## config.mk

```make
export PLATFORM = sky130hd
export DESIGN_NAME = fem_cmd_deser
export DESIGN_NICKNAME = d
export VERILOG_FILES = /design/src/rtl/fem_cmd_pkg.sv /design/src/rtl/fem_lock_mon.sv /design/src/rtl/fem_cmd_deser.sv
export SDC_FILE = /design/constraint.sdc
export NUM_CORES = 1
export LEC_CHECK = 0
export ABC_AREA = 1
export BUFFER_PORTS_ARGS = -buffer_cell sky130_fd_sc_hd__buf_4
export CAP_MARGIN = 15
export CORE_ASPECT_RATIO = 0.7
export CORE_MARGIN = 3
export CORE_UTILIZATION = 55
export CTS_BUF_LIST = sky130_fd_sc_hd__clkbuf_2 sky130_fd_sc_hd__clkbuf_4 sky130_fd_sc_hd__clkbuf_8
export CTS_CLUSTER_DIAMETER = 40
export DETAILED_ROUTE_END_ITERATION = 10
export PLACE_DENSITY_LB_ADDON = 0.2
export SLEW_MARGIN = 30
export SYNTH_ARGS = -nofsm -noshare
export SYNTH_HDL_FRONTEND = slang
export SYNTH_SLANG_ARGS = --single-unit
```

## constraint.sdc

```tcl
create_clock -name HS_CLK -period 2.2 [get_ports HS_CLK]
set_input_delay 0.33 -clock HS_CLK [delete_from_list [all_inputs] [get_ports HS_CLK]]
set_output_delay 0.33 -clock HS_CLK [all_outputs]
set_load 0.05 [all_outputs]
```

## src/rtl/fem_cmd_pkg.sv

```systemverilog
// Shared constants, frame layout and state encoding for the FEM serial command deserializer.
// Frame on the line, MSB first: SYNC[7:0], CMD[4:0], P, STOP[1:0].
package fem_cmd_pkg;

    localparam int SYNC_W    = 8;
    localparam int CMD_W     = 5;
    localparam int PAR_W     = 1;
    localparam int STOP_W    = 2;
    localparam int PAYLOAD_W = CMD_W + PAR_W + STOP_W;
    localparam int FRAME_LEN = SYNC_W + PAYLOAD_W;
    localparam int BIT_CNT_W = $clog2(PAYLOAD_W);

    localparam int RUN_W = 4;
    localparam int ERR_W = 8;

    localparam logic [SYNC_W-1:0] DEF_SYNC_WORD = 8'hB8;

    localparam int CMD_L1A       = 4;
    localparam int CMD_L1A_MATCH = 3;
    localparam int CMD_RESYNC    = 2;
    localparam int CMD_INJPLS    = 1;
    localparam int CMD_EXTPLS    = 0;

    typedef enum logic [1:0] {
        HUNT    = 2'd0,
        PAYLOAD = 2'd1,
        EVAL    = 2'd2
    } deser_state_t;

    typedef struct packed {
        logic [CMD_W-1:0]  cmd;
        logic              par;
        logic [STOP_W-1:0] stop;
    } payload_t;

    // Even parity over CMD+P, zero stop bits, and L1A_MATCH only alongside L1A.
    function automatic logic frame_good(input payload_t pl);
        logic par_ok;
        logic stop_ok;
        logic cmd_ok;
        par_ok  = ~(^{pl.cmd, pl.par});
        stop_ok = (pl.stop == '0);
        cmd_ok  = !(pl.cmd[CMD_L1A_MATCH] && !pl.cmd[CMD_L1A]);
        return par_ok && stop_ok && cmd_ok;
    endfunction

endpackage

```

## src/rtl/fem_lock_mon.sv

```systemverilog
// Link lock monitor: consecutive good/bad frame runs, LOCKED flag and saturating error count.
// Updates on the edge that closes an EVAL cycle; no backpressure, one verdict per cycle at most.
module fem_lock_mon
    import fem_cmd_pkg::*;
#(
    parameter int LOCK_CNT   = 4,
    parameter int UNLOCK_CNT = 2
) (
    input  logic             clk,
    input  logic             rst_n,
    input  logic             eval_vld,
    input  logic             eval_good,
    input  logic             link_loss,
    input  logic             clr_err,
    output logic             locked,
    output logic [ERR_W-1:0] err_cnt
);

    localparam logic [RUN_W-1:0] RUN_MAX   = '1;
    localparam logic [RUN_W-1:0] LOCK_TH   = RUN_W'(LOCK_CNT);
    localparam logic [RUN_W-1:0] UNLOCK_TH = RUN_W'(UNLOCK_CNT);
    localparam logic [ERR_W-1:0] ERR_MAX   = '1;

    logic [RUN_W-1:0] good_run;
    logic [RUN_W-1:0] bad_run;
    logic [RUN_W-1:0] good_inc;
    logic [RUN_W-1:0] bad_inc;
    logic [RUN_W-1:0] good_run_nxt;
    logic [RUN_W-1:0] bad_run_nxt;
    logic             locked_nxt;
    logic [ERR_W-1:0] err_cnt_nxt;

    always_comb begin
        good_inc     = (good_run == RUN_MAX) ? good_run : good_run + RUN_W'(1);
        bad_inc      = (bad_run == RUN_MAX) ? bad_run : bad_run + RUN_W'(1);
        good_run_nxt = good_run;
        bad_run_nxt  = bad_run;
        locked_nxt   = locked;
        err_cnt_nxt  = err_cnt;

        if (link_loss) begin
            good_run_nxt = '0;
            bad_run_nxt  = '0;
            locked_nxt   = 1'b0;
        end else if (eval_vld) begin
            if (eval_good) begin
                good_run_nxt = good_inc;
                bad_run_nxt  = '0;
                if (good_inc >= LOCK_TH) begin
                    locked_nxt = 1'b1;
                end
            end else begin
                bad_run_nxt  = bad_inc;
                good_run_nxt = '0;
                if (bad_inc >= UNLOCK_TH) begin
                    locked_nxt = 1'b0;
                end
                if (err_cnt != ERR_MAX) begin
                    err_cnt_nxt = err_cnt + ERR_W'(1);
                end
            end
        end

        // A clear in the same cycle as a bad verdict swallows that error.
        if (clr_err) begin
            err_cnt_nxt = '0;
        end
    end

    always_ff @(posedge clk or negedge rst_n) begin
        if (!rst_n) begin
            good_run <= '0;
            bad_run  <= '0;
            locked   <= 1'b0;
            err_cnt  <= '0;
        end else begin
            good_run <= good_run_nxt;
            bad_run  <= bad_run_nxt;
            locked   <= locked_nxt;
            err_cnt  <= err_cnt_nxt;
        end
    end

endmodule

```

## src/rtl/fem_cmd_deser.sv

```systemverilog
// Serial command deserializer: hunts sync, checks frame, emits one-cycle FEM command pulses.
// Pulse rises two edges after the last stop bit lands in rx_q; no backpressure, pulses are fire-and-forget.
module fem_cmd_deser
    import fem_cmd_pkg::*;
#(
    parameter logic [7:0] SYNC_WORD  = DEF_SYNC_WORD,
    parameter int         LOCK_CNT   = 4,
    parameter int         UNLOCK_CNT = 2
) (
    input  logic       HS_CLK,
    input  logic       RST_N,
    input  logic       RX_DAT,
    input  logic       SIG_DET,
    input  logic       CTRL_FIBER_DET,
    input  logic       CLR_ERR,
    output logic       FEM_L1A,
    output logic       FEM_L1A_MATCH,
    output logic       FEM_RESYNC,
    output logic       FEM_INJPLS,
    output logic       FEM_EXTPLS,
    output logic       LOCKED,
    output logic [7:0] ERR_CNT
);

    localparam logic [BIT_CNT_W-1:0] LAST_BIT = BIT_CNT_W'(PAYLOAD_W - 1);

    deser_state_t          state;
    deser_state_t          state_nxt;
    logic                  rx_q;
    logic [SYNC_W-1:0]     window;
    logic [SYNC_W-1:0]     shift_win;
    logic [BIT_CNT_W-1:0]  bit_cnt;
    logic [CMD_W-1:0]      pls_q;
    logic [CMD_W-1:0]      pls_nxt;
    logic                  link_loss;
    logic                  eval_vld;
    logic                  eval_good;
    payload_t              pl;

    assign link_loss = !SIG_DET || !CTRL_FIBER_DET;
    assign shift_win = {window[SYNC_W-2:0], rx_q};
    // After PAYLOAD the window holds exactly the eight payload bits.
    assign pl        = payload_t'(window);

    always_comb begin
        state_nxt = state;
        eval_vld  = 1'b0;
        eval_good = 1'b0;
        pls_nxt   = '0;

        case (state)
            HUNT: begin
                if (shift_win == SYNC_WORD) begin
                    state_nxt = PAYLOAD;
                end
            end
            PAYLOAD: begin
                if (bit_cnt == LAST_BIT) begin
                    state_nxt = EVAL;
                end
            end
            EVAL: begin
                state_nxt = HUNT;
                eval_vld  = 1'b1;
                eval_good = frame_good(pl);
                // LOCKED here is the pre-update value, so the locking frame itself stays silent.
                if (eval_good && LOCKED) begin
                    pls_nxt = pl.cmd;
                end
            end
            default: begin
                state_nxt = HUNT;
            end
        endcase

        if (link_loss) begin
            state_nxt = HUNT;
            eval_vld  = 1'b0;
            eval_good = 1'b0;
            pls_nxt   = '0;
        end
    end

    always_ff @(posedge HS_CLK or negedge RST_N) begin
        if (!RST_N) begin
            state <= HUNT;
        end else begin
            state <= state_nxt;
        end
    end

    always_ff @(posedge HS_CLK or negedge RST_N) begin
        if (!RST_N) begin
            rx_q    <= 1'b0;
            window  <= '0;
            bit_cnt <= '0;
            pls_q   <= '0;
        end else begin
            rx_q  <= RX_DAT;
            pls_q <= pls_nxt;

            if (link_loss || state == EVAL) begin
                window <= '0;
            end else begin
                window <= shift_win;
            end

            if (!link_loss && state == PAYLOAD) begin
                bit_cnt <= bit_cnt + BIT_CNT_W'(1);
            end else begin
                bit_cnt <= '0;
            end
        end
    end

    fem_lock_mon #(
        .LOCK_CNT   (LOCK_CNT),
        .UNLOCK_CNT (UNLOCK_CNT)
    ) u_lock_mon (
        .clk       (HS_CLK),
        .rst_n     (RST_N),
        .eval_vld  (eval_vld),
        .eval_good (eval_good),
        .link_loss (link_loss),
        .clr_err   (CLR_ERR),
        .locked    (LOCKED),
        .err_cnt   (ERR_CNT)
    );

    assign FEM_L1A       = pls_q[CMD_L1A];
    assign FEM_L1A_MATCH = pls_q[CMD_L1A_MATCH];
    assign FEM_RESYNC    = pls_q[CMD_RESYNC];
    assign FEM_INJPLS    = pls_q[CMD_INJPLS];
    assign FEM_EXTPLS    = pls_q[CMD_EXTPLS];

endmodule

```

* After elaboration in Yosys (flattened, before gate mapping) *
Index checks and enable logic that the tools add are counted.

storage, ports and cells
  output and inout bits = 14
  bits of input ports = 6
  register bits after elaboration = 36
  logic and storage cells = 81

cells by class
  mux-type cells = 31
  add/subtract/negate cells = 4
  bitwise logic cells = 1
  reduce and logical (&&, ||, !) cells = 22
  $lt $le $gt $ge = 2
  equality and inequality tests = 12

operators with widths
  operator               number
  $mux W8                6
  $mux W4                8
  $mux W5                3
  $mux W1                9
  $add A4 B1 Y4 const B  2
  $add A8 B1 Y8 const B  1
  $eq A4 B4 Y1 const B   2
  $eq A8 B8 Y1 const B   1
  $ne A8 B8 Y1 const B   1
  $mux W2                3
  $ne A3 B3 Y1 const B   2
  $reduce_bool A2 Y1     3
  $reduce_xor A6 Y1      1
  $logic_and A1 B1 Y1    5
  $logic_not A1 Y1       5
  $ge A4 B2 Y1 const B   1
  $ge A4 B3 Y1 const B   1
  $logic_not A2 Y1       2
  $ne A2 B2 Y1 const B   2
  $pmux W2 S2            1
  $reduce_and A4 Y1      1
  $add A3 B1 Y3 const B  1
  $eq A3 B3 Y1 const B   1
  $mux W3                1
  8 further kinds        9

* Longest topological paths before layout *
Gate-level depths: netlist of the first run.

  word-level depth = 10
  depth in mapped cells = 13
  depth with buffers taken out = 13

* By module *
Synthesis of the first run repeated with hierarchy kept, for this count alone.

second synthesis, totals
  cell total of the unflattened synthesis = 218
  area total of the unflattened synthesis = 1821.7 µm²

by module, submodules not included
  module         cells each  sequential area each (µm²)  instances  area each (µm²)
  fem_lock_mon   132         425.4                       1          1024.7
  fem_cmd_deser  86          475.5                       1          797.0

* Worst setup path before layout of the first run *
No wires, ideal clock.

  path kind = flip-flop to flip-flop
  start = reg u_lock_mon.err_cnt[1]
  end = reg u_lock_mon.err_cnt[1]
  period minus slack after synthesis = 1.897 ns
  cell stages (with the launch flop) = 11
  path buffers = 1
  setup slack = 0.303 ns
  arrival time = 1.824 ns
  setup time = 0.073 ns
  data required time = 2.127 ns
  cells stage by stage = dfrtp_1 ha_1 nand2_1 inv_2 nand2_1 nor2_2 a31oi_4 nand2_4 buf_6 nand2_2 a21oi_2

on the way
  longest elaborated chain between the ends = 6
  elaborated cells between the ends (all ways) = 9
  those cells by class = add/sub (1); eq/ne (1); mux (5); reduce/logical (2)

RTL lines
  element                   RTL line            RTL
  start: declaration        fem_lock_mon.sv:16  output logic [ERR_W-1:0] err_cnt
  start signal: assignment  fem_lock_mon.sv:80  err_cnt <= err_cnt_nxt;
  $add A8 B1 Y8             fem_lock_mon.sv:59  err_cnt_nxt = err_cnt + ERR_W'(1);
  $mux W8                   fem_lock_mon.sv:58  if (err_cnt != ERR_MAX) begin
  $mux W8                   fem_lock_mon.sv:46  if (eval_good) begin
  $mux W8                   fem_lock_mon.sv:45  end else if (eval_vld) begin
  $mux W8                   fem_lock_mon.sv:41  if (link_loss) begin
  $mux W8                   fem_lock_mon.sv:65  if (clr_err) begin

Parallel ways exist; a longest one is shown, timed or not. The select of a mux whose other input is x is not followed.
A chain may end at the register's enable or synchronous reset.

* Worst setup path in the final report of the first run *
  start = reg u_lock_mon.err_cnt[1]
  end = reg u_lock_mon.err_cnt[6]

The elaborated chain is that of the path after synthesis.

==> summary.md, run 1 <==
| Metric | Value |
|---|---|
| Largest net degree at the start of global routing | `37` |
| Post-Syn Instances | `200` |
| Sw power | `280 uW` |
| Int Power | `954 uW` |
| Slew @ Worst Pin | `438 ps` |
| Initial DRC count | `67` |
| Routed Wire Length | `3.34 mm` |
| Via density | `5.37` |
| Final #Nets | `237` |
| Req. time, crit path | `2380 ps` |
| First-pass GRT wire length | `5.62 mm` |
| Syn Area/Cell | `8.98 sq um` |
| Root Buffer Master | `clkbuf_8` |
| Die X | `74.3 um` |
| Final setup vio count | `0` |
| # rows | `16` |
| Share of flip-flops with an asynchronous set or reset | `1.00` |
| Reg2reg path depth | `10` |
| Reg power frac | `0.544` |
| Routed len/inst | `12.8 um` |
| Sw frac | `0.227` |
| Clock sinks | `36` |
| Status | `completed` |
| Worst-skew pair later-pin latency | `290 ps` |
| Clk pwr share | `0.404` |
| Fin crit period | `1730 ps` |
| Hold Crit Depth | `1` |
| Cell area after layout | `2070 sq um` |
| Cell Area, Placed | `1970 sq um` |
| Ant diodes | `0` |
| Synth cell types | `30` |
| Worst Setup Path Type | `flop to flop` |
| GR Overflow Total | `0` |
| DR vias | `1407` |
| Gate power share | `0.051` |
| TritonCTS clock tree | `yes` |
| Slew HR | `0.708` |
| F_max | `577 MHz` |
| TritonCTS Buffers | `5` |
| Final hold slack | `146 ps` |
| DR pass1 iterations | `5` |
| Max-cap violations | `0` |
| Prevailing post-synth register cell | `dfrtp_1` |
| Min-Delay Path Class | `primary input to flop` |
| Startpoint types | `flop` |
| Layout cells sized above 1 | `0.230` |
| Placed Cells incl. Taps | `253` |
| PortBufs | `19` |
| Final hold violations | `0` |
| Vias in the first global route | `1345` |
| Initial antenna violation count | `0` |
| Ys Warns | `0` |
| Largest driver fanout on the critical path | `13` |
| DRC viols | `0` |
| Final antenna-violating net count | `0` |
| Clock transition at the registers of the reported paths | `70 ps` |
| Die Area | `4000 sq um` |
| Area of the core | `2940 sq um` |
| Post-CTS setup buffer count | `0` |
| WP data arrival | `1910 ps` |
| Pleak | `0.00103 uW` |
| Worst-case clock buffer depth | `2` |
| Maximum vdd drop | `331 uV` |
| Total global-route track usage | `0.192` |
| Number of I/O pins | `20` |
| Synthesized area | `1800 sq um` |
| Non-filler cells, final | `262` |
| Die H | `53.8 um` |
| P&R area growth vs syn | `15.5%` |
| Sequential fraction of the synthesis area | `0.502` |
| Setup TNS | `0 ps` |
| Worst setup EP type | `flop` |
| CTS H-tree depth | `2` |
| Initial core utilization | `0.610` |
| Power per cell area | `595 nW/um^2` |
| Final HPWL from detailed placement | `2.49 mm` |
| Worst Skew | `4.00 ps` |
| #FFs+latches synth | `36` |
| Tcrit/Tclk final | `0.787` |
| Placer Congestion | `0.806` |
| Commonest cells after routing, fill and taps aside | `nand2_1, dfrtp_1, nor2_1, inv_1, buf_4` |
| Net Count, Synth | `212` |
| RSZ-0062 raised after global routing | `false` |
| Post-synth EDFFs | `0` |
| Max Slew Vio Count | `0` |
## per-stage QoR
stage	total power [uW]	worst slack [ps]	utilization
after floorplan	718	303	-
after global placement	745	578	0.668
after detailed placement	748	487	0.668
after CTS	1240	474	0.705
after global routing	1270	348	0.705
final	1230	468	0.705
## repair_timing
| item | in CTS | in global routing |
|---|---|---|
| resized for setup | 0 | 0 |
| hold buffers | 1 | 0 |
| hold endpoints to repair | 18 | 0 |
## cells by family after synthesis
family                     count (synthesis)  share of synthesized area
AOI/OAI and AO/OA                         26                     0.0983
xor gates and xnor gates                   7                     0.0341
adders and majority gates                  6                     0.0418
buffers and inverters                     30                     0.0676
DFF                                       36                      0.502
and+or+nand+nor                           95                      0.256
## final timing paths
check	from	end	slack, ps
setup / recovery	u_lock_mon.err_cnt[1]$_DFFE_PN0P_	u_lock_mon.err_cnt[6]$_DFFE_PN0P_	470
hold / removal	RX_DAT	rx_q$_DFF_PN0_	150
setup reg to reg	u_lock_mon.err_cnt[1]$_DFFE_PN0P_	u_lock_mon.err_cnt[6]$_DFFE_PN0P_	470
hold reg to reg	bit_cnt[0]$_DFF_PN0_	bit_cnt[0]$_DFF_PN0_	440
max in group asynchronous	RST_N	bit_cnt[1]$_DFF_PN0_	1360
min in group asynchronous	RST_N	u_lock_mon.good_run[0]$_DFFE_PN0P_	520
## synthesized netlist by cell type (2+ instances only)
cell type	instances	share of area
dfrtp_1	36	0.50
nand2_1	36	0.075
nor2_1	28	0.059
inv_1	21	0.044
nand3_1	12	0.033
o21ai_0	8	0.022
a21oi_1	6	0.017
ha_1	6	0.042
inv_2	6	0.013
xor2_1	6	0.029
nand2_2	3	0.010
nand2_4	3	0.019
nand3_2	3	0.017
nand4_1	3	0.010
o21ai_2	3	0.015
o22ai_1	3	0.010
o31ai_1	3	0.013
a21oi_2	2	0.0098
## cell type report
| cell class | instances | area (sq um) |
|---|---|---|
| Sequential cell | 36 | 901 |
| Tap cell | 36 | 45.0 |
| Clock inverter | 1 | 7.51 |
| Timing Repair Buffer | 20 | 153 |
| Clock buffer | 7 | 90.1 |
| Multi-Input combinational cell | 134 | 773 |
| Fill cell | 217 | 868 |
| Inverter | 28 | 105 |
## power groups by stage
stage               sequential [uW]  clock (uW)  combinational (uW)
floorplan                       684           0                34.5
global placement                685           0                59.9
detailed placement              685           0                62.9
CTS                             672         508                64.2
global route                    673         530                71.3
finish                          672         499                63.4
## state kept, by name (all words and copies together), names as in the netlist
name and cells:
u_lock_mon.bad_run 4, pl 8, state 2, rx_q 1
u_lock_mon.good_run 4, pls_q 5, u_lock_mon.err_cnt 8, bit_cnt 3
u_lock_mon.locked 1
## layer usage
layer / track usage / share of wire / vias to the layer above
li1: - / - / 692
met1: 0.227 / 0.46 / 669
met2: 0.310 / 0.46 / 38
met3: 0.0672 / 0.055 / 8
met4: 0.107 / 0.018 / 0
met5: 0 / 0 / -
## critical path, cell delays in order (launching register included)
cell,delay (ps)
dfrtp_1,420
ha_1,190
nand2_1,90
inv_2,70
nand2_1,60
nor2_2,190
a31oi_4,120
nand2_4,170
nand2_1,90
a21oi_1,150
nor2_1,60
Power figures use the tool's default switching activity.
==> run 2, diff against run 1 <==
- ABC_AREA: 1 -> 0
- clock period: 2.2 -> 1.6 ns (I/O delays scaled with it)
==> run 2 against run 1 <==
The flow now finishes with violations (setup timing). Hold slack worse by 97 ps. Final area is 13% higher. Critical path depth is 4 lower. Critical path type unchanged. Final cell count is 6.5% lower. Die area is 4.9% lower. Highest routed layer unchanged. Sequential share of layout area is 4.7 points lower. Via count hardly changed. Register-to-register slack worse by 740 ps. Area after synthesis is 5.4% lower. Wire length is 18% higher. Count of clock-buffer cells in the layout is 1 lower.
==> summary.md, run 2 <==
| Metric | Value |
|---|---|
| Status | `finished with violations (was completed)` |
| Failing checks | `setup timing` |
| #FFs+latches synth | `36 (unchanged)` |
| Power per cell area | `764 nW/um^2 (was 595 nW/um^2)` |
| Final setup vio count | `22 (was 0)` |
| Req. time, crit path | `1780 ps (was 2380 ps)` |
| Pleak | `0.00111 uW (was 0.00103 uW)` |
| Critical path's slowest cell | `dfrtp_1 (unchanged)` |
| Final HPWL from detailed placement | `2.63 mm (was 2.49 mm)` |
| Crit path max-delay family | `flip-flops (was simple AND/OR/NAND/NOR gates)` |
| Total global-route track usage | `0.229 (was 0.192)` |
| Post-Syn Instances | `156 (was 200)` |
| Die X | `72.4 um (was 74.3 um)` |
| DRC viols | `0 (unchanged)` |
| Routed Wire Length | `3.96 mm (was 3.34 mm)` |
| Min-Delay Path Class | `primary input to flop (unchanged)` |
| Max Slew Vio Count | `0 (unchanged)` |
| Synth top area share | `0.530 (was 0.502)` |
| Commonest cells after routing, fill and taps aside | `buf_4, dfrtp_1, nor2_1, and2_1 (was nand2_1, dfrtp_1, nor2_1, inv_1, buf_4)` |
| Maximum vdd drop | `680 uV (was 331 uV)` |
| CTS H-tree depth | `2 (unchanged)` |
| Cell with the most instances after synthesis | `dfrtp_1` |
| # rows | `16 (unchanged)` |
| Tcrit/Tclk final | `1.17 (was 0.787)` |
| Syn Area/Cell | `10.9 sq um (was 8.98 sq um)` |
| PortBufs | `19 (unchanged)` |
| Largest driver fanout on the critical path | `5 (was 13)` |
| Share of flip-flops with an asynchronous set or reset | `1.00 (unchanged)` |
| Ys Warns | `0 (unchanged)` |
| Initial DRC count | `112 (was 67)` |
| Post-synth EDFFs | `0 (unchanged)` |
| RSZ-0062 raised after global routing | `true (was false)` |
| Synth top cells by count | `dfrtp_1, nor2_1, a21oi_1 (was dfrtp_1, nand2_1, nor2_1)` |
| Worst setup margin | `-270 ps (was 468 ps)` |
| Placed Cells incl. Taps | `233 (was 253)` |
| F_max | `535 MHz (was 577 MHz)` |
| DR pass1 iterations | `4 (was 5)` |
| Ant diodes | `0 (unchanged)` |
| Vias in the first global route | `1403 (was 1345)` |
| Worst-skew pair later-pin latency | `290 ps (about the same)` |
| TritonCTS Buffers | `5 (unchanged)` |
| Worst Setup Path Type | `flop to flop (unchanged)` |
| Met2 WL | `1.95 mm (was 1.55 mm)` |
| Synthesized area | `1700 sq um (was 1800 sq um)` |
| Metal-1 WL | `1.75 mm (was 1.55 mm)` |
| Max-cap violations | `0 (unchanged)` |
| Leading cell type in the layout, fill and taps excluded | `buf_4` |
| Place WS | `-257 ps (was 487 ps)` |
| Final #Nets | `220 (was 237)` |
| Placer Congestion | `0.804 (was 0.806)` |
| Top layer in use | `met4 (unchanged)` |
| Startpoint types | `flop (unchanged)` |
| Met3 wire length | `212 um (was 183 um)` |
| Ranking of synthesized cells by area | `dfrtp_1, ha_1, and2_1 (was dfrtp_1, nand2_1, nor2_1)` |
| Layout cells sized above 1 | `0.392 (was 0.230)` |
| P&R area growth vs syn | `38.3% (was 15.5%)` |
| Prevailing post-synth register cell | `dfrtp_1 (unchanged)` |
| Yosys top cell by area | `dfrtp_1 (unchanged)` |
| Net Count, Synth | `168 (was 212)` |
| WP data arrival | `2050 ps (was 1910 ps)` |
| CP peak stage delay | `410 ps (was 420 ps)` |
| Worst setup EP type | `flop (unchanged)` |
| Initial core utilization | `0.594 (was 0.610)` |
| Largest net degree at the start of global routing | `37 (unchanged)` |
| TritonCTS clock tree | `yes (unchanged)` |
| Layout Utilization | `0.821 (was 0.705)` |
| Via density | `5.74 (was 5.37)` |
| Final antenna-violating net count | `0 (unchanged)` |
| Root Buffer Master | `clkbuf_8 (unchanged)` |
| Number of I/O pins | `20 (unchanged)` |
| Pwr Total | `1790 uW (was 1230 uW)` |
| Critical path buffers and inverters | `0 (was 1)` |
| Die H | `52.5 um (was 53.8 um)` |
| Final hold violations | `0 (unchanged)` |
| DR vias | `1406 (was 1407)` |
| Area of the core | `2860 sq um (was 2940 sq um)` |
| Non-filler cells, final | `245 (was 262)` |
| Slew HR | `0.707 (was 0.708)` |
| Slew @ Worst Pin | `439 ps (was 438 ps)` |
| Worst-case clock buffer depth | `2 (unchanged)` |
| Worst Skew | `3.48 ps (was 4.00 ps)` |
| Synth cell types | `41 (was 30)` |
| Clock transition at the registers of the reported paths | `70 ps (about the same)` |
| Fin crit period | `1870 ps (was 1730 ps)` |
| First-pass GRT wire length | `6.39 mm (was 5.62 mm)` |
| Die Area | `3800 sq um (was 4000 sq um)` |
| Initial antenna violation count | `0 (unchanged)` |
| CP cell instances | `ha_4 -> xor2_4 -> xnor2_4 -> a211oi_2 -> and3_1 -> mux2_4 (was ha_1 -> nand2_1 -> inv_2 -> nand2_1 -> nor2_2 -> a31oi_4 -> nand2_4 -> nand2_1 -> a21oi_1 -> nor2_1)` |
| GR Overflow Total | `0 (unchanged)` |
| Sequential fraction of the synthesis area | `0.530 (was 0.502)` |
| Clock sinks | `36 (unchanged)` |
| Routed len/inst | `16.1 um (was 12.8 um)` |
## run 2: changes by cell type after synthesis, sizes merged, moves of 3 or more
cell   change
xnor2      +4
nand2     -34
nor2      -16
nand3      -4
and2      +11
and3       +9
inv       -22
o31ai      -3
nor2b      +3
o21ai      -8
a21oi      +4
xor2       -4
## run 2: per-stage QoR
stage | setup TNS, ps | instance area, sq um | hold WS, ps
after floorplan | -1470 | 1760 | -55.6
after global placement | -2360 | 2130 | 211
final | -3490 | 2350 | 49.3
after global routing | -5130 | 2350 | 39.7
after detailed placement | -3010 | 2130 | 218
after CTS | -3040 | 2320 | 41.8
## run 2: what timing repair did
action                                  CTS  global route
pin swaps                                11             3
setup buffers                             3             1
endpoints found under the setup margin   22            22
hold buffers                              1             0
cloned                                    0             0
gates resized for setup                  12             4
hold endpoints to repair                 36             0
## run 2: path summary, 6_finish.rpt
path / startpoint / end / slack, ps / depth (start not counted)
worst max register to register: pl[6]$_DFF_PN0_ / u_lock_mon.err_cnt[5]$_DFFE_PN0P_ / -270 / 6
max in group asynchronous: RST_N / u_lock_mon.err_cnt[0]$_DFFE_PN0P_ / 840 / 2
min in group asynchronous: RST_N / u_lock_mon.bad_run[1]$_DFFE_PN0P_ / 430 / 2
worst min register to register: bit_cnt[0]$_DFF_PN0_ / bit_cnt[0]$_DFF_PN0_ / 440 / 1
worst min-delay path: RX_DAT / rx_q$_DFF_PN0_ / 50 / 1
worst max-delay path: pl[6]$_DFF_PN0_ / u_lock_mon.err_cnt[5]$_DFFE_PN0P_ / -270 / 6
## run 2: cell families (layout without fill, tap and decap cells)
group	count (synthesis)	after routing	share of synthesized area
muxes	2	2	0.0147
DFF	36	36	0.530
AOI/OAI and AO/OA	29	29	0.117
adders and majority gates	6	6	0.0442
xor gates and xnor gates	8	8	0.0655
and+or+nand+nor	67	67	0.210
buffers and inverters	8	61	0.0184
## run 2: layout make-up
class                   instances  area, sq um
clock inverters                 2         35.0
repair buffers                 48          367
inverters                       5         18.8
well taps                      36         45.0
fillers                       173          513
multi-input cells             112          897
clock buffers                   6         76.3
flip-flops and latches         36          911
## run 2: where the power goes
part / switching, uW / internal (uW) / total [uW] / leakage [uW]
registers: 3.76 / 913 / 917 / 0.000487
logic: 47.4 / 25.1 / 72.4 / 0.000562
clock network: 327 / 479 / 806 / 0.0000586
total: 378 / 1420 / 1790 / 0.00111
## run 2: metal layers
metal  vias up  track usage
li1        659            -
met1       689        0.283
met2        50        0.372
met3         8       0.0862
met4         0       0.0828
met5         -            0
==> run 3, diff against run 2 <==
- CORE_ASPECT_RATIO: 0.7 -> default
==> run 3 against run 2 <==
Maximum frequency shrank 2.3%. Core utilization grew 0.38 points. Total power shrank 17%. Via count grew 3.9%. First-iteration DRC count grew 50%. Flip-flop and latch count is the same. The run still ends with setup timing left. Clock power shrank 37%. Critical path depth shrank 1. Critical endpoint unchanged. Highest routed layer unchanged.
==> summary.md, run 3 (synthesized netlist as in run 2, its figures left out) <==
| Metric | Value |
|---|---|
| Die X | `61.6 um (was 72.4 um)` |
| Layout Utilization | `0.825 (was 0.821)` |
| Final antenna-violating net count | `0 (unchanged)` |
| Critical R2R Launch | `pl[3]$_DFF_PN0_ (was pl[6]$_DFF_PN0_)` |
| First-pass GRT wire length | `6.33 mm (was 6.39 mm)` |
| # rows | `19 (was 16)` |
| Slew HR | `0.702 (was 0.707)` |
| Min-Delay Path Class | `primary input to flop (unchanged)` |
| Endpoint, Worst Hold | `u_lock_mon.err_cnt[7]$_DFFE_PN0P_ (was rx_q$_DFF_PN0_)` |
| Worst-case clock buffer depth | `2 (unchanged)` |
| Final #Nets | `226 (was 220)` |
| Layout cells sized above 1 | `0.414 (was 0.392)` |
| Req. time, crit path | `1840 ps (was 1780 ps)` |
| Tcrit/Tclk final | `1.20 (was 1.17)` |
| Routed len/inst | `17.3 um (was 16.1 um)` |
| DRC viols | `0 (unchanged)` |
| Total global-route track usage | `0.231 (was 0.229)` |
| TritonCTS Buffers | `5 (unchanged)` |
| Ant diodes | `0 (unchanged)` |
| Root Buffer Master | `clkbuf_4 (was clkbuf_8)` |
| Worst setup EP type | `flop (unchanged)` |
| Cell Area, Placed | `2140 sq um (was 2130 sq um)` |
| Initial antenna violation count | `0 (unchanged)` |
| Final hold violations | `0 (unchanged)` |
| Critical path buffers and inverters | `0 (unchanged)` |
| Hold Crit Depth | `2 (was 1)` |
| Final HPWL from detailed placement | `2.59 mm (was 2.63 mm)` |
| Via density | `5.94 (was 5.74)` |
| RSZ-0062 raised after global routing | `true (unchanged)` |
| Reg2reg path depth | `5 (was 6)` |
| Largest driver fanout on the critical path | `4 (was 5)` |
| Status | `finished with violations (unchanged)` |
| Area of the core | `2850 sq um (was 2860 sq um)` |
| Power per cell area | `636 nW/um^2 (was 764 nW/um^2)` |
| Worst-skew pair later-pin latency | `350 ps (was 290 ps)` |
| CTS H-tree depth | `2 (unchanged)` |
| PortBufs | `19 (unchanged)` |
| Initial DRC count | `168 (was 112)` |
| F_max | `522 MHz (was 535 MHz)` |
| Die H | `61.6 um (was 52.5 um)` |
| Max-cap violations | `0 (unchanged)` |
| Maximum vdd drop | `532 uV (was 680 uV)` |
| Worst Skew | `14.0 ps (was 3.48 ps)` |
| Placer Congestion | `0.770 (was 0.804)` |
| Leading cell type in the layout, fill and taps excluded | `buf_4 (unchanged)` |
| Largest net degree at the start of global routing | `37 (unchanged)` |
| Fin crit period | `1910 ps (was 1870 ps)` |
| Pwr Total | `1500 uW (was 1790 uW)` |
| Worst Setup Path Type | `flop to flop (unchanged)` |
| TritonCTS clock tree | `yes (unchanged)` |
| DR pass1 iterations | `4 (unchanged)` |
| Cell area after layout | `2350 sq um (about the same)` |
| CP cell instances | `xnor3_2 -> xnor2_4 -> a211oi_2 -> and3_1 -> mux2_4 (was ha_4 -> xor2_4 -> xnor2_4 -> a211oi_2 -> and3_1 -> mux2_4)` |
| Reg2reg setup slack | `-310 ps (was -270 ps)` |
| WP data arrival | `2160 ps (was 2050 ps)` |
| Vias in the first global route | `1391 (was 1403)` |
| Clock sinks | `36 (unchanged)` |
| Worst setup margin | `-315 ps (was -270 ps)` |
| Final setup vio count | `22 (unchanged)` |
| Max Slew Vio Count | `0 (unchanged)` |
| Slew @ Worst Pin | `446 ps (was 439 ps)` |
| Routed Wire Length | `4.25 mm (was 3.96 mm)` |
| Hold Crit Start | `CLR_ERR (was RX_DAT)` |
| CP peak stage delay | `440 ps (was 410 ps)` |
| Startpoint types | `flop (unchanged)` |
| Critical path's slowest cell | `dfrtp_1 (unchanged)` |
| GR Overflow Total | `0 (unchanged)` |
| Clock transition at the registers of the reported paths | `130 ps (was 70 ps)` |
| Number of I/O pins | `20 (unchanged)` |
| Crit path max-delay family | `XOR/XNOR gates (was flip-flops)` |
| Initial core utilization | `0.596 (was 0.594)` |
| DR vias | `1461 (was 1406)` |
| Pleak | `0.00109 uW (was 0.00111 uW)` |
| Failing checks | `setup timing (unchanged)` |
| RR Endpoint | `u_lock_mon.err_cnt[5]$_DFFE_PN0P_ (unchanged)` |
| P&R area growth vs syn | `38.4% (was 38.3%)` |
| Die Area | `3790 sq um (was 3800 sq um)` |
| Commonest cells after routing, fill and taps aside | `buf_4, dfrtp_1, nor2_1, and2_1 (unchanged)` |
run 3: cell types whose count changed in the layout (fill, tap and decap cells not counted), moves of 2 or more:
cell        previous run  this run
buf_4                 46        51
clkbuf_8               5         0
clkbuf_4               1         5
clkinvlp_4             0         2
run 3: final cells by class:
class	count	area, sq um
inverters	5	18.8
well taps	31	38.8
repair buffers	54	414
fillers	165	500
multi-input cells	112	908
clock buffers	5	37.5
flip-flops and latches	36	911
clock inverters	3	23.8
run 3: report_power, final:
| group | switching, uW | internal, uW |
|---|---|---|
| combinational | 49.6 | 26.9 |
| clock | 331 | 173 |
| sequential | 3.34 | 913 |
run 3: timing repair:
item                                   CTS  global route
pin swaps                               11            12
hold buffers                             2             0
gates cloned                             0             0
setup buffers                            4             3
resized for setup                        9             9
setup endpoints to repair               22            22
endpoints found under the hold margin   37             0
run 3: how the worst max path moves through the flow:
stage	startpoint	endpoint	slack, ps	cells past startpoint
detailed placement	pl[6]$_DFF_PN0_	u_lock_mon.err_cnt[6]$_DFFE_PN0P_	-280	6
global route	pl[4]$_DFF_PN0_	u_lock_mon.err_cnt[5]$_DFFE_PN0P_	-390	5
floorplan	pl[6]$_DFF_PN0_	u_lock_mon.err_cnt[5]$_DFFE_PN0P_	-320	6
global placement	pl[7]$_DFF_PN0_	u_lock_mon.err_cnt[5]$_DFFE_PN0P_	-220	7
finish	pl[3]$_DFF_PN0_	u_lock_mon.err_cnt[5]$_DFFE_PN0P_	-310	5
CTS	pl[6]$_DFF_PN0_	u_lock_mon.err_cnt[5]$_DFFE_PN0P_	-290	6
run 3: worst reg2reg max path, stage by stage (launching register included):
cell,delay (ps)
dfrtp_1,440
xnor3_2,420
xnor2_4,190
a211oi_2,250
and3_1,210
mux2_4,300
run 3: per-layer routing:
layer  GRT usage  vias up  routed length [um]
met1       0.300      715                1780
met5           0        -                   0
met2       0.365       65                2130
met4      0.0909        0                  98
met3      0.0671       12                 244
li1            -      669                   -
run 3: stage by stage:
stage | setup WS (ps) | hold slack [ps] | TNS, ps | cells
after floorplan | -316 | -55.6 | -1470 | 156
after global placement | -224 | 210 | -2240 | 230
after detailed placement | -278 | 224 | -3100 | 230
after CTS | -288 | 91.5 | -3980 | 244
after global routing | -393 | 92.2 | -6320 | 246
final | -315 | 104 | -4790 | 246
